## src/rtl/ltssm_timer_bank_if.sv

```systemverilog
// ltssm_timer_bank_if: per-channel control strobes, limits and status of the LTSSM timer bank
interface ltssm_timer_bank_if #(
  parameter int NUM_CH = 4,
  parameter int CNT_W  = 32
);
  logic [NUM_CH-1:0]       start_i;
  logic [NUM_CH-1:0]       stop_i;
  logic [NUM_CH-1:0]       periodic_i;
  logic [NUM_CH*CNT_W-1:0] limit_i;
  logic [NUM_CH-1:0]       ack_i;
  logic [NUM_CH-1:0]       active_o;
  logic [NUM_CH-1:0]       expire_o;
  logic [NUM_CH-1:0]       expired_o;
  modport master (
    output start_i, stop_i, periodic_i, limit_i, ack_i,
    input  active_o, expire_o, expired_o
  );
  modport slave (
    input  start_i, stop_i, periodic_i, limit_i, ack_i,
    output active_o, expire_o, expired_o
  );
endinterface

```

## src/rtl/ltssm_timer_bank.sv

```systemverilog
// ltssm_timer_bank: independent one-shot/periodic timeout channels with expiry pulse and sticky flag
module ltssm_timer_bank #(
  parameter int NUM_CH = 4,
  parameter int CNT_W  = 32
) (
  input logic               clk_i,
  input logic               rst_i,
  ltssm_timer_bank_if.slave bus
);
  localparam logic [1:0] IDLE = 2'd0;
  localparam logic [1:0] RUN  = 2'd1;
  localparam logic [1:0] DONE = 2'd2;
  genvar c;
  for (c = 0; c < NUM_CH; c++) begin : g_ch
    logic [1:0]       r_state;
    logic [CNT_W-1:0] r_cnt;
    logic [CNT_W-1:0] r_lim;
    logic             r_per;
    logic             r_exp;
    logic             r_expd;
    logic [CNT_W-1:0] w_lim;
    logic             w_hit;
    assign w_lim = bus.limit_i[c*CNT_W +: CNT_W];
    // start and stop both pre-empt the expiry that would otherwise happen on this edge
    assign w_hit = !bus.start_i[c] && !bus.stop_i[c] && r_state == RUN && r_cnt == r_lim - CNT_W'(1);
    always_ff @(posedge clk_i) begin
      if (rst_i) begin
        r_state <= IDLE;
        r_cnt   <= '0;
        r_exp   <= 1'b0;
        r_expd  <= 1'b0;
      end else begin
        r_exp  <= w_hit;
        r_expd <= w_hit | (r_expd & ~bus.ack_i[c]);
        if (bus.start_i[c]) begin
          r_state <= RUN;
          r_cnt   <= '0;
          r_lim   <= (w_lim == '0) ? CNT_W'(1) : w_lim;
          r_per   <= bus.periodic_i[c];
        end else if (bus.stop_i[c]) begin
          r_state <= IDLE;
          r_cnt   <= '0;
        end else if (r_state == RUN) begin
          r_cnt <= w_hit ? '0 : r_cnt + CNT_W'(1);
          if (w_hit && !r_per) r_state <= DONE;
        end
      end
    end
    assign bus.active_o[c]  = (r_state == RUN);
    assign bus.expire_o[c]  = r_exp;
    assign bus.expired_o[c] = r_expd;
  end
endmodule

```

## src/flat_wrapper.sv

```systemverilog
// flat-port wrapper written by rule: the top's interface ports become plain ports
module ltssm_timer_bank_flat 
#(
  parameter int NUM_CH = 4,
  parameter int CNT_W  = 32
)
  (clk_i, rst_i, bus_start_i, bus_stop_i, bus_periodic_i, bus_limit_i, bus_ack_i, bus_active_o, bus_expire_o, bus_expired_o);
  ltssm_timer_bank_if #(.NUM_CH(NUM_CH), .CNT_W(CNT_W)) bus_i ();
  input logic clk_i;
  input logic rst_i;
  input wire logic [$bits(bus_i.start_i)-1:0] bus_start_i;
  input wire logic [$bits(bus_i.stop_i)-1:0] bus_stop_i;
  input wire logic [$bits(bus_i.periodic_i)-1:0] bus_periodic_i;
  input wire logic [$bits(bus_i.limit_i)-1:0] bus_limit_i;
  input wire logic [$bits(bus_i.ack_i)-1:0] bus_ack_i;
  output wire logic [$bits(bus_i.active_o)-1:0] bus_active_o;
  output wire logic [$bits(bus_i.expire_o)-1:0] bus_expire_o;
  output wire logic [$bits(bus_i.expired_o)-1:0] bus_expired_o;
  assign bus_i.start_i = bus_start_i;
  assign bus_i.stop_i = bus_stop_i;
  assign bus_i.periodic_i = bus_periodic_i;
  assign bus_i.limit_i = bus_limit_i;
  assign bus_i.ack_i = bus_ack_i;
  assign bus_active_o = bus_i.active_o;
  assign bus_expire_o = bus_i.expire_o;
  assign bus_expired_o = bus_i.expired_o;
  ltssm_timer_bank #(.NUM_CH(NUM_CH), .CNT_W(CNT_W)) u_core (.clk_i(clk_i), .rst_i(rst_i), .bus(bus_i));
endmodule
```

## config.mk

```make
export PLATFORM = sky130hd
export DESIGN_NAME = ltssm_timer_bank_flat
export DESIGN_NICKNAME = d
export VERILOG_FILES = /design/src/rtl/ltssm_timer_bank_if.sv /design/src/rtl/ltssm_timer_bank.sv /design/src/flat_wrapper.sv
export SDC_FILE = /design/constraint.sdc
export NUM_CORES = 1
export LEC_CHECK = 0
export BUFFER_PORTS_ARGS = -buffer_cell sky130_fd_sc_hd__buf_2
export CAP_MARGIN = 20
export CORE_AREA = 3 3 231 188
export DETAILED_ROUTE_END_ITERATION = 8
export DIE_AREA = 0 0 234 191
export GPL_TIMING_DRIVEN = 0
export PLACE_DENSITY = 0.61
export SLEW_MARGIN = 20
export SYNTH_ARGS = -nofsm -noshare
export SYNTH_HDL_FRONTEND = slang
export SYNTH_SLANG_ARGS = --single-unit
```

## constraint.sdc

```tcl
create_clock -name clk_i -period 4.5 [get_ports clk_i]
set_clock_uncertainty 0.15 [all_clocks]
set_input_delay 0.675 -clock clk_i [delete_from_list [all_inputs] [get_ports clk_i]]
set_output_delay 0.675 -clock clk_i [all_outputs]
set_load 0.01 [all_outputs]
```

# Yosys cells after proc, flatten, opt, wreduce, memory -nomap -nowiden
# Cells that the tools add are included.
word_totals:
  regBits: 276
  elab_cells: 133
  inputBits: 146
  output_inout_bits: 12
op_classes:
  n_addsub: 8
  mux: 20
  eq_ne: 8
  bitwise: 13
  n_reduce_logical: 56
ops:
  columns: ["operator", "count"]
  rows:
  - ["$add A32 B1 Y32 const B", 4]
  - ["$eq A32 B32 Y1", 4]
  - ["$logic_not A32 Y1", 4]
  - ["$mux W32", 4]
  - ["$sub A32 B1 Y32 const B", 4]
  - ["$reduce_and A2 Y1", 12]
  - ["$reduce_bool A3 Y1", 8]
  - ["$logic_and A1 B1 Y1", 16]
  - ["$mux W1", 16]
  - ["$logic_not A1 Y1", 12]
  - ["$reduce_or A3 Y1", 4]
  - ["$eq A2 B1 Y1 const B", 4]
  - ["$not A1 Y1", 5]
  - ["$and A1 B1 Y1", 4]
  - ["$or A1 B1 Y1", 4]

# Depth between registers and ports, before layout
# Gate-level depths: netlist of run 1.
logic_depth:
  ltp_word: 9
  ltp_mapped: 12
  depth_no_buf: 10

# Least setup slack after synthesis of run 1
# OpenSTA, ideal clock, no wires.
synth_path:
  path_kind: "register to register"
  start: "register u_core.g_ch[1].r_lim[0]"
  end: "register u_core.g_ch[1].r_cnt[22]"
  synth_period_minus_slack_ns: 3.443
  setup_time_ns: 0.141
  stages_incl_launch_ff: 13
  setup_slack_ns: 1.057
  arrival_time_ns: 3.152
  path_cell_list: "edfxtp_1 -> inv_1 -> ha_1 -> nor4b_4 -> nand4_4 -> o31a_1 -> or4b_1 -> nor4b_1 -> and4_1 -> and2_4 -> buf_8 -> buf_12 -> nor3_2"
synth_between:
  elab_chain_len: 4
synth_rtl:
  columns: ["element", "line_no", "rtl"]
  rows:
  - ["start: declaration", "ltssm_timer_bank.sv:17", "logic [CNT_W-1:0] r_lim;"]
  - ["start signal: assignment", "ltssm_timer_bank.sv:38", "r_lim <= (w_lim == '0) ? CNT_W'(1) : w_lim;"]
  - ["$sub A32 B1 Y32", "ltssm_timer_bank.sv:25", "assign w_hit = !bus.start_i[c] && !bus.stop_i[c] && r_state == RUN && r_cnt == r_lim - CNT_W'(1);"]
  - ["$eq A32 B32 Y1", "ltssm_timer_bank.sv:25", null]
  - ["$logic_and A1 B1 Y1", "ltssm_timer_bank.sv:25", null]
  - ["$mux W32", "ltssm_timer_bank.sv:44", "r_cnt <= w_hit ? '0 : r_cnt + CNT_W'(1);"]
  - ["end signal: assignment", "ltssm_timer_bank.sv:44", null]
  - ["end: declaration", "ltssm_timer_bank.sv:16", "logic [CNT_W-1:0] r_cnt;"]
# Every way passes these cells.
# A chain may end at the register's enable or synchronous reset.

# Final worst setup path of run 1
layout_path:
  start: "register u_core.g_ch[3].r_lim[6]"
  end: "register u_core.g_ch[3].r_cnt[5]"
layout_between:
  elab_chain_len: 4
layout_rtl:
  columns: ["element", "line_no"]
  rows:
  - ["start: declaration", "ltssm_timer_bank.sv:17"]
  - ["start signal: assignment", "ltssm_timer_bank.sv:38"]
  - ["$sub A32 B1 Y32", "ltssm_timer_bank.sv:25"]
  - ["$eq A32 B32 Y1", "ltssm_timer_bank.sv:25"]
  - ["$logic_and A1 B1 Y1", "ltssm_timer_bank.sv:25"]
  - ["$mux W32", "ltssm_timer_bank.sv:44"]
  - ["end signal: assignment", "ltssm_timer_bank.sv:44"]
  - ["end: declaration", "ltssm_timer_bank.sv:16"]
# Every way passes these cells.

==> flow_metrics.py, run 1 <==
metrics = {
    "critical_path": {
        "worst_setup_path_end_kind": "flop",
        "cp-start-kind": "flop",
        "reg2reg_from": "u_core.g_ch[3].r_lim[6]",
        "required_ns": 4.80,
        "timing.rr.end": "u_core.g_ch[3].r_cnt[5]",
        "worstSetupPathType": "flop to flop",
        "worst-path-max-fanout": 10,
        "regToRegSetupSlack_ns": 0.20,
        "cp.arrival_ns": 4.60,
        "rr_worst_depth": 11,
    },
    "die": {
        "dieHeight_um": 191,
        "ioPinCount": 158,
        "die_w_um": 234,
        "dieArea_mm2": 0.0447,
        "core_area_mm2": 0.0415,
        "fp-row-count": 67,
        "start_util": 0.395,
    },
    "placement": {
        "place_inst": 2509,
        "place.gp.congestion": 0.933,
        "portBuffers": 156,
        "pre_cts_ws_ns": 0.0742,
        "hpwl_um": 32700,
    },
    "min_path": {
        "whs_path_depth": 1,
        "whs_endpoint": "u_core.g_ch[0].r_per",
        "min_from": "bus_periodic_i[0]",
        "hold_path.class": "input pin to flop",
    },
    "power": {
        "power_uw": 5750,
        "ir_drop_mv": 0.326,
        "p_leak_uw": 0.00620,
        "power.density_mw_per_mm2": 303,
    },
    "cells_and_area": {
        "diodes": 0,
        "fin_cells": 2565,
        "syn2layout_area_growth_pct": 15.6,
        "drive_gt1_frac": 0.151,
        "layout.nets": 2143,
        "area.sequential_mm2": 0.00685,
        "multiInputGateArea_mm2": 0.00868,
        "fillers": 4060,
    },
    "clocking": {
        "h-tree-depth": 1,
        "cts_root_buffer": "clkbuf_16",
        "numCtsBuffers": 30,
        "postCtsSetupRepairBufs": 0,
        "clock_sinks": 276,
        "cts_buffer_depth": 3,
        "tritoncts": "done",
        "clk_latency_ns": 0.57,
        "path_clk_slew_ns": 0.06,
    },
    "sta": {
        "maxSlewViolCount": 0,
        "hold_viol": 0,
        "worstMarginPinSlew_ns": 1.06,
        "relSlewSlack": 0.290,
        "min_period_ns": 4.30,
        "setup_ws_ns": 0.197,
        "rsz0062_at_grt": "false",
        "totalNegativeSetupSlack_ns": 0,
        "fmax_mhz": 232,
        "setup_violations": 0,
        "fin_crit_sh": 0.956,
    },
    "synthesis": {
        "synth.distinct_cells": 86,
        "synth-seq-area-share": 0.417,
        "async_flop_share": 0,
        "synth_fp_nets": 1951,
        "synth-edff-count": 132,
        "yosys_warnings": 0,
        "synth_flop_cell": "dfxtp_1",
        "netlist_area_mm2": 0.0164,
        "synth_seq_cells": 276,
        "syn_inst": 1797,
        "syn_area_per_cell_um2": 9.13,
    },
    "routing": {
        "drtIter0Drc": 965,
        "wl_um": 42400,
        "drcViolationCount": 0,
        "drtAntennaViolNets": 0,
        "vias": 13963,
        "vias_per_cell": 5.44,
        "post_drt_wl_per_cell_um": 16.5,
        "firstDrtPassIters": 5,
    },
    "flow_run": {
        "maxCapViolations": 0,
    },
    "global_routing": {
        "antenna_found_initial": 0,
        "grt_use_total": 0.185,
        "grt_max_degree": 31,
        "first_global_vias": 12958,
        "grt_pass1_wl_um": 67900,
        "overflow": 0,
    },
    "status": {
        "status": "finished clean",
    },
}
## sequential cells by signal, summed over array words and instances, names as in the netlist
register,count
u_core.g_ch.r_lim,128
u_core.g_ch.r_expd,4
u_core.g_ch.r_state,8
u_core.g_ch.r_per,4
u_core.g_ch.r_exp,4
u_core.g_ch.r_cnt,128
## power breakdown
part           total [µW]  internal [µW]  switching, µW  leakage, µW
registers            2840           2730            111      0.00240
logic                 520            226            294      0.00334
clock network        2390           1390            995     0.000458
## synthesized netlist by cell type (6+ instances only)
cell type,instances,area share
a211o_1,7,0.0037
a211oi_1,8,0.0037
a21boi_0,8,0.0037
a21o_1,6,0.0027
a21oi_1,24,0.0073
a31oi_1,13,0.0050
and2_1,10,0.0038
and3_1,34,0.013
and4_1,20,0.011
buf_2,10,0.0031
buf_4,8,0.0037
clkbuf_1,159,0.036
dfxtp_1,144,0.18
edfxtp_1,132,0.24
ha_1,8,0.0061
inv_1,30,0.0069
nand2_1,106,0.024
nand2b_1,19,0.0072
nand3_1,58,0.018
nand3b_1,9,0.0041
nand4_1,57,0.022
nand4b_1,8,0.0043
nor2_1,201,0.046
nor2b_1,25,0.0095
nor3_1,68,0.021
nor3_2,31,0.019
nor3b_1,7,0.0032
nor4_1,83,0.032
nor4b_1,9,0.0048
o211ai_1,7,0.0032
o21ai_0,27,0.0082
o21bai_1,10,0.0046
o31a_1,7,0.0037
o31ai_1,12,0.0055
or2_2,11,0.0042
or3_1,19,0.0072
or4_1,23,0.011
or4b_2,7,0.0043
xnor2_1,147,0.078
xor2_1,120,0.064
## cell usage in the layout (no fill, tap or decap), drive strengths merged, types with 9 or more instances in the layout
cell | synthesis | final
clkbuf | 159 | 204
nor2 | 201 | 201
buf | 27 | 187
xnor2 | 147 | 147
dfxtp | 144 | 144
edfxtp | 132 | 132
xor2 | 120 | 120
nand2 | 106 | 106
nor3 | 99 | 99
nor4 | 90 | 90
nand3 | 58 | 58
nand4 | 58 | 58
and3 | 34 | 34
inv | 30 | 30
o21ai | 30 | 30
or4 | 28 | 28
a21oi | 25 | 25
nor2b | 25 | 25
and4 | 20 | 20
nand2b | 19 | 19
or3 | 19 | 19
a31oi | 13 | 13
o31ai | 12 | 12
or2 | 11 | 11
and2 | 11 | 11
o21bai | 10 | 10
nor4b | 10 | 10
nand3b | 9 | 9
or4b | 9 | 9
## cell type report
class                   count  area share
plain buffers             186      0.0430
clock buffers              45      0.0463
clock inverters            11     0.00403
inverters                  30     0.00594
multi-input cells        1305       0.458
flip-flops and latches    276       0.361
well taps                 552      0.0364
repair buffers            160      0.0454
## critical path: stages, from the launching register on
cell      delay, ns
edfxtp_1       0.36
clkbuf_1       0.21
or4_1          0.65
nor4_1         0.56
clkbuf_1       0.38
and3_1         0.23
o22ai_1        0.09
nor4_1         0.53
nand4_1        0.30
nand2_1        0.31
buf_2          0.32
nor2_1         0.08
## layer usage
metal | up-vias | part of all wire | GRT usage
li1 | 6829 | - | -
met4 | 0 | 0.025 | 0.0508
met1 | 6629 | 0.49 | 0.275
met3 | 71 | 0.066 | 0.0338
met5 | - | 0 | 0
met2 | 434 | 0.42 | 0.274
## kinds of logic (layout without fill, tap and decap cells)
family | Yosys count | after routing | share of synthesized area
AOI/OAI and AO/OA | 192 | 192 | 0.0847
and+or+nand+nor | 831 | 831 | 0.288
muxes | 7 | 7 | 0.00442
DFF | 276 | 276 | 0.417
adders and majority gates | 8 | 8 | 0.00610
xor gates and xnor gates | 267 | 267 | 0.143
buffers and inverters | 216 | 432 | 0.0566
## per-stage QoR
step	util	hold slack [ns]	area, µm²
after floorplan	-	0.273	16400
after global placement	0.431	0.282	17900
after detailed placement	0.434	0.285	18000
after CTS	0.457	0.0801	18900
after global routing	0.457	0.0888	19000
final	0.457	0.130	19000
## worst max path at each step
stage,start,end
after detailed placement,u_core.g_ch[3].r_lim[0],u_core.g_ch[3].r_cnt[3]
after global placement,rst_i,u_core.g_ch[2].r_lim[26]
after CTS,u_core.g_ch[3].r_lim[0],u_core.g_ch[3].r_cnt[3]
final,u_core.g_ch[3].r_lim[6],u_core.g_ch[3].r_cnt[5]
after global routing,u_core.g_ch[3].r_lim[6],u_core.g_ch[3].r_cnt[3]
after floorplan,u_core.g_ch[1].r_lim[0],u_core.g_ch[1].r_cnt[22]
## repair_timing
item	CTS	global route
endpoints found under the setup margin	0	30
resized for setup	0	2
hold buffers	0	0
(Power assumes the default switching activity.)
==> inputs of run 2 (changes only) <==
CORE_AREA = 3 3 207 209   (was 3 3 231 188)
DIE_AREA = 0 0 210 212   (was 0 0 234 191)
==> flow_metrics.py, run 2 (synthesis results as in run 1) <==
metrics = {
    "die": {
        "ioPinCount": 158,
        "dieHeight_um": 212,
        "fp-row-count": 74,
        "core_area_mm2": 0.0410,
        "die_w_um": 210,
        "dieArea_mm2": 0.0445,
        "start_util": 0.400,
    },
    "placement": {
        "hpwl_um": 33500,
        "portBuffers": 156,
        "place_inst": 2489,
        "place.gp.congestion": 0.916,
        "pre_cts_ws_ns": -0.194,
    },
    "global_routing": {
        "first_global_vias": 13353,
        "grt_max_degree": 30,
        "antenna_found_initial": 0,
        "grt_use_total": 0.188,
        "overflow": 0,
        "grt_pass1_wl_um": 69000,
    },
    "critical_path": {
        "critical_path_buf_inv_count": 1,
        "cp_slowest_cell": "nor4_1",
        "cp-start-kind": "flop",
        "cp.arrival_ns": 4.44,
        "worst_setup_path_end_kind": "flop",
        "cp_top_family": "simple AND/OR/NAND/NOR gates",
        "crit_chain": "nor4_1 > nand4b_1 > and2_1 > or4_1 > nor4_1 > nand4b_1 > o21ai_2 > buf_2 > nor2_1",
        "worstSetupPathType": "flop to flop",
        "startpoint": "u_core.g_ch[2].r_lim[7]",
        "slowest_delay_ns": 0.65,
        "required_ns": 4.82,
        "regToRegSetupSlack_ns": 0.38,
        "worst-path-max-fanout": 10,
        "reg2reg_from": "u_core.g_ch[2].r_lim[7]",
    },
    "cells_and_area": {
        "fin_cells": 2548,
        "layout_commonest_cell": "nor2_1",
        "drive_gt1_frac": 0.154,
        "diodes": 0,
        "final_cell_mix": "nor2_1 (201), clkbuf_1 (171), buf_2 (166)",
        "layout.nets": 2145,
        "top_regs": "u_core.g_ch.r_cnt: 128 flops, u_core.g_ch.r_lim: 128 flops, u_core.g_ch.r_state: 8 flops",
        "syn2layout_area_growth_pct": 16.2,
        "fillers": 3932,
    },
    "power": {
        "p_switching_uw": 1420,
        "power.density_mw_per_mm2": 311,
        "netSwitchingFraction": 0.240,
        "ir_drop_mv": 0.289,
        "p_clk_frac": 0.433,
        "internal_power_uw": 4510,
        "p_seq_frac": 0.478,
        "combPwrFrac": 0.088,
        "p_leak_uw": 0.00626,
    },
    "clocking": {
        "postCtsHoldBufs": 0,
        "h-tree-depth": 1,
        "path_clk_slew_ns": 0.06,
        "numCtsBuffers": 31,
        "clock_sinks": 276,
        "clk_latency_ns": 0.58,
        "cts_buffer_depth": 3,
        "cts_root_buffer": "clkbuf_16",
        "tritoncts": "done",
    },
    "routing": {
        "vias": 13776,
        "firstDrtPassIters": 5,
        "wl_met1_um": 20100,
        "topRoutingLayerUsed": "met4",
        "drtAntennaViolNets": 0,
        "wl_um": 42700,
        "drtIter0Drc": 1095,
        "vias_per_cell": 5.41,
        "dr_wl_met2_um": 19400,
        "post_drt_wl_per_cell_um": 16.8,
        "drcViolationCount": 0,
        "wl_met3_um": 1810,
    },
    "sta": {
        "fin_crit_sh": 0.915,
        "fmax_mhz": 243,
        "worstMarginPinSlew_ns": 1.02,
        "setup_ws_ns": 0.380,
        "setup_violations": 0,
        "min_period_ns": 4.12,
        "relSlewSlack": 0.322,
        "rsz0062_at_grt": "false",
        "hold_viol": 0,
        "maxSlewViolCount": 0,
    },
    "min_path": {
        "min_from": "bus_periodic_i[3]",
        "hold_path.class": "input pin to flop",
    },
    "status": {
        "status": "finished clean",
    },
    "flow_run": {
        "maxCapViolations": 0,
    },
}
[run 2: final timing paths]
kind / endpoint / cells after the start
max: u_core.g_ch[2].r_cnt[12] / 9
min: u_core.g_ch[3].r_per / 1
max reg2reg: u_core.g_ch[2].r_cnt[12] / 9
min reg2reg: u_core.g_ch[1].r_state[1] / 2
[run 2: through the flow]
stage	hold slack [ns]	instance area, µm²	setup TNS, ns	total power (µW)	util
2_1_floorplan	0.273	16400	0	3190	-
3_3_place_gp	0.286	17900	-4.26	3390	0.435
3_5_place_dp	0.290	18000	-4.00	3410	0.438
4_1_cts	0.0801	19000	0	6020	0.464
5_1_grt	0.0944	19100	0	6190	0.465
6_report	0.120	19100	0	5940	0.465
[run 2: power groups by stage]
stage / clock, µW / sequential [µW] / combinational [µW]
finish: 2570 / 2840 / 524
detailed placement: 0 / 2890 / 518
floorplan: 0 / 2860 / 333
global route: 2760 / 2850 / 581
global placement: 0 / 2890 / 499
CTS: 2660 / 2840 / 522
[run 2: layout make-up]
class	instances	area [µm²]	share of cell area
Buffer	186	816	0.0428
Timing Repair Buffer	161	876	0.0459
Sequential cell	276	6850	0.359
Inverter	30	113	0.00590
Clock inverter	7	96.3	0.00505
Clock buffer	51	953	0.0500
Multi-Input combinational cell	1305	8700	0.456
Tap cell	532	666	0.0349
[run 2: repair_timing]
action	in CTS	in global routing
endpoints found under the hold margin	0	0
endpoints found under the setup margin	30	60
setup buffers	0	1
gates resized for setup	1	5
pin swaps	0	1
[run 2: per-layer routing]
layer,GRT usage,vias up
met5,0,-
met4,0.0625,0
met3,0.0269,74
met2,0.307,322
met1,0.259,6534
li1,-,6846
==> inputs of run 3 (changes only) <==
clock period = 5.13 ns   (was 4.5 ns; I/O delays follow)
==> flow_metrics.py, run 3 (synthesis results as in run 1) <==
metrics = {
    "status": {
        "status": "finished clean",
    },
    "sta": {
        "setup_violations": 0,
        "relSlewSlack": 0.331,
        "fmax_mhz": 228,
        "fin_crit_sh": 0.855,
        "min_period_ns": 4.38,
        "maxSlewViolCount": 0,
        "hold_viol": 0,
        "rsz0062_at_grt": "false",
        "worstMarginPinSlew_ns": 1.00,
        "totalNegativeSetupSlack_ns": 0,
    },
    "routing": {
        "drtAntennaViolNets": 0,
        "vias_per_cell": 5.42,
        "post_drt_wl_per_cell_um": 16.7,
        "drtIter0Drc": 1050,
        "drcViolationCount": 0,
        "firstDrtPassIters": 5,
        "vias": 13796,
        "wl_um": 42600,
    },
    "power": {
        "ir_drop_mv": 0.253,
        "power_uw": 5200,
        "p_seq_frac": 0.478,
        "p_switching_uw": 1250,
        "p_leak_uw": 0.00625,
        "combPwrFrac": 0.088,
        "internal_power_uw": 3960,
        "netSwitchingFraction": 0.239,
        "p_clk_frac": 0.434,
        "power.density_mw_per_mm2": 273,
    },
    "critical_path": {
        "rr_worst_depth": 12,
        "reg2reg_from": "u_core.g_ch[3].r_lim[0]",
        "required_ns": 5.44,
        "timing.rr.end": "u_core.g_ch[3].r_cnt[31]",
        "worst-path-max-fanout": 10,
        "cp.arrival_ns": 4.69,
        "worstSetupPathType": "flop to flop",
        "cp-start-kind": "flop",
        "worst_setup_path_end_kind": "flop",
        "regToRegSetupSlack_ns": 0.75,
    },
    "cells_and_area": {
        "layout_commonest_cell": "nor2_1",
        "diodes": 0,
        "layout.nets": 2144,
        "final_cell_mix": "nor2_1 (201), clkbuf_1 (171), buf_2 (166)",
        "top_regs": "u_core.g_ch.r_cnt: 128 flops, u_core.g_ch.r_lim: 128 flops, u_core.g_ch.r_state: 8 flops",
        "fillers": 3929,
        "syn2layout_area_growth_pct": 16.0,
        "drive_gt1_frac": 0.151,
    },
    "die": {
        "dieArea_mm2": 0.0445,
        "start_util": 0.400,
        "die_w_um": 210,
        "core_area_mm2": 0.0410,
        "fp-row-count": 74,
        "ioPinCount": 158,
        "dieHeight_um": 212,
    },
    "flow_run": {
        "maxCapViolations": 0,
    },
    "clocking": {
        "postCtsHoldBufs": 0,
        "tritoncts": "done",
        "numCtsBuffers": 31,
        "clock_sinks": 276,
        "postCtsSetupRepairBufs": 0,
        "h-tree-depth": 1,
        "path_clk_slew_ns": 0.06,
        "clk_latency_ns": 0.58,
        "cts_buffer_depth": 3,
        "cts-resized-gates": 0,
        "cts_root_buffer": "clkbuf_16",
    },
    "placement": {
        "hpwl_um": 33500,
        "portBuffers": 156,
        "place.gp.congestion": 0.916,
    },
    "global_routing": {
        "grt_max_degree": 30,
        "antenna_found_initial": 0,
        "grt_pass1_wl_um": 69000,
        "first_global_vias": 13343,
        "overflow": 0,
        "grt_use_total": 0.188,
    },
    "min_path": {
        "min_from": "bus_periodic_i[3]",
        "whs_endpoint": "u_core.g_ch[3].r_per",
        "hold_path.class": "input pin to flop",
        "whs_path_depth": 1,
    },
}
-- run 3: power by group through the flow --
| stage | combinational (µW) | sequential [µW] | clock, µW |
|---|---|---|---|
| 2_1_floorplan | 292 | 2500 | 0 |
| 3_3_place_gp | 437 | 2540 | 0 |
| 3_5_place_dp | 455 | 2530 | 0 |
| 4_1_cts | 458 | 2490 | 2330 |
| 5_1_grt | 509 | 2500 | 2420 |
| 6_report | 458 | 2490 | 2260 |
-- run 3: how the worst max path moves through the flow --
stage                            start                  endpoint  slack, ns  cells past startpoint
3_3_place_gp   u_core.g_ch[3].r_lim[0]  u_core.g_ch[3].r_cnt[31]       0.43                     10
4_1_cts        u_core.g_ch[3].r_lim[0]   u_core.g_ch[3].r_cnt[7]       0.42                     10
5_1_grt        u_core.g_ch[3].r_lim[0]   u_core.g_ch[3].r_cnt[7]       0.35                     12
6_report       u_core.g_ch[3].r_lim[0]  u_core.g_ch[3].r_cnt[31]       0.75                     12
3_5_place_dp   u_core.g_ch[3].r_lim[0]  u_core.g_ch[3].r_cnt[31]       0.44                     10
2_1_floorplan           bus_start_i[0]   u_core.g_ch[0].r_cnt[0]       1.65                      9
-- run 3: metal layers --
metal | track usage | wire length, µm | part of all wire | vias to the layer above
li1 | - | - | - | 6850
met1 | 0.260 | 20000 | 0.47 | 6542
met2 | 0.307 | 19400 | 0.45 | 322
met3 | 0.0269 | 1850 | 0.043 | 82
met4 | 0.0623 | 1430 | 0.034 | 0
met5 | 0 | 0 | 0 | -
-- run 3: worst max-delay path, cell delays in order (launching register included) --
cell	delay, ns
edfxtp_1	0.47
inv_1	0.09
ha_1	0.27
or4b_2	0.60
clkbuf_1	0.24
nor4_1	0.51
mux2i_1	0.25
o31ai_1	0.12
a2111oi_1	0.45
nand4_1	0.41
nand2_1	0.31
buf_2	0.30
nor2_1	0.09
-- run 3: layout make-up --
cell class | count | area, µm² | share of cell area
buffer | 186 | 816 | 0.0429
clock buffer | 51 | 953 | 0.0501
clock inverter | 7 | 96.3 | 0.00506
inverter | 30 | 113 | 0.00592
multi-input combinational | 1305 | 8670 | 0.456
sequential | 276 | 6850 | 0.360
tap | 532 | 666 | 0.0350
timing repair buffer | 160 | 868 | 0.0456
-- run 3: through the flow --
stage	utilization	worst slack [ns]	area (µm²)	std cells	hold slack, ns
after global placement	0.435	0.429	17900	2485	0.286
after floorplan	-	1.65	16400	1797	0.273
final	0.464	0.745	19000	2547	0.215
after CTS	0.464	0.418	19000	2547	0.175
after detailed placement	0.438	0.436	18000	2489	0.290
after global routing	0.464	0.351	19000	2547	0.189
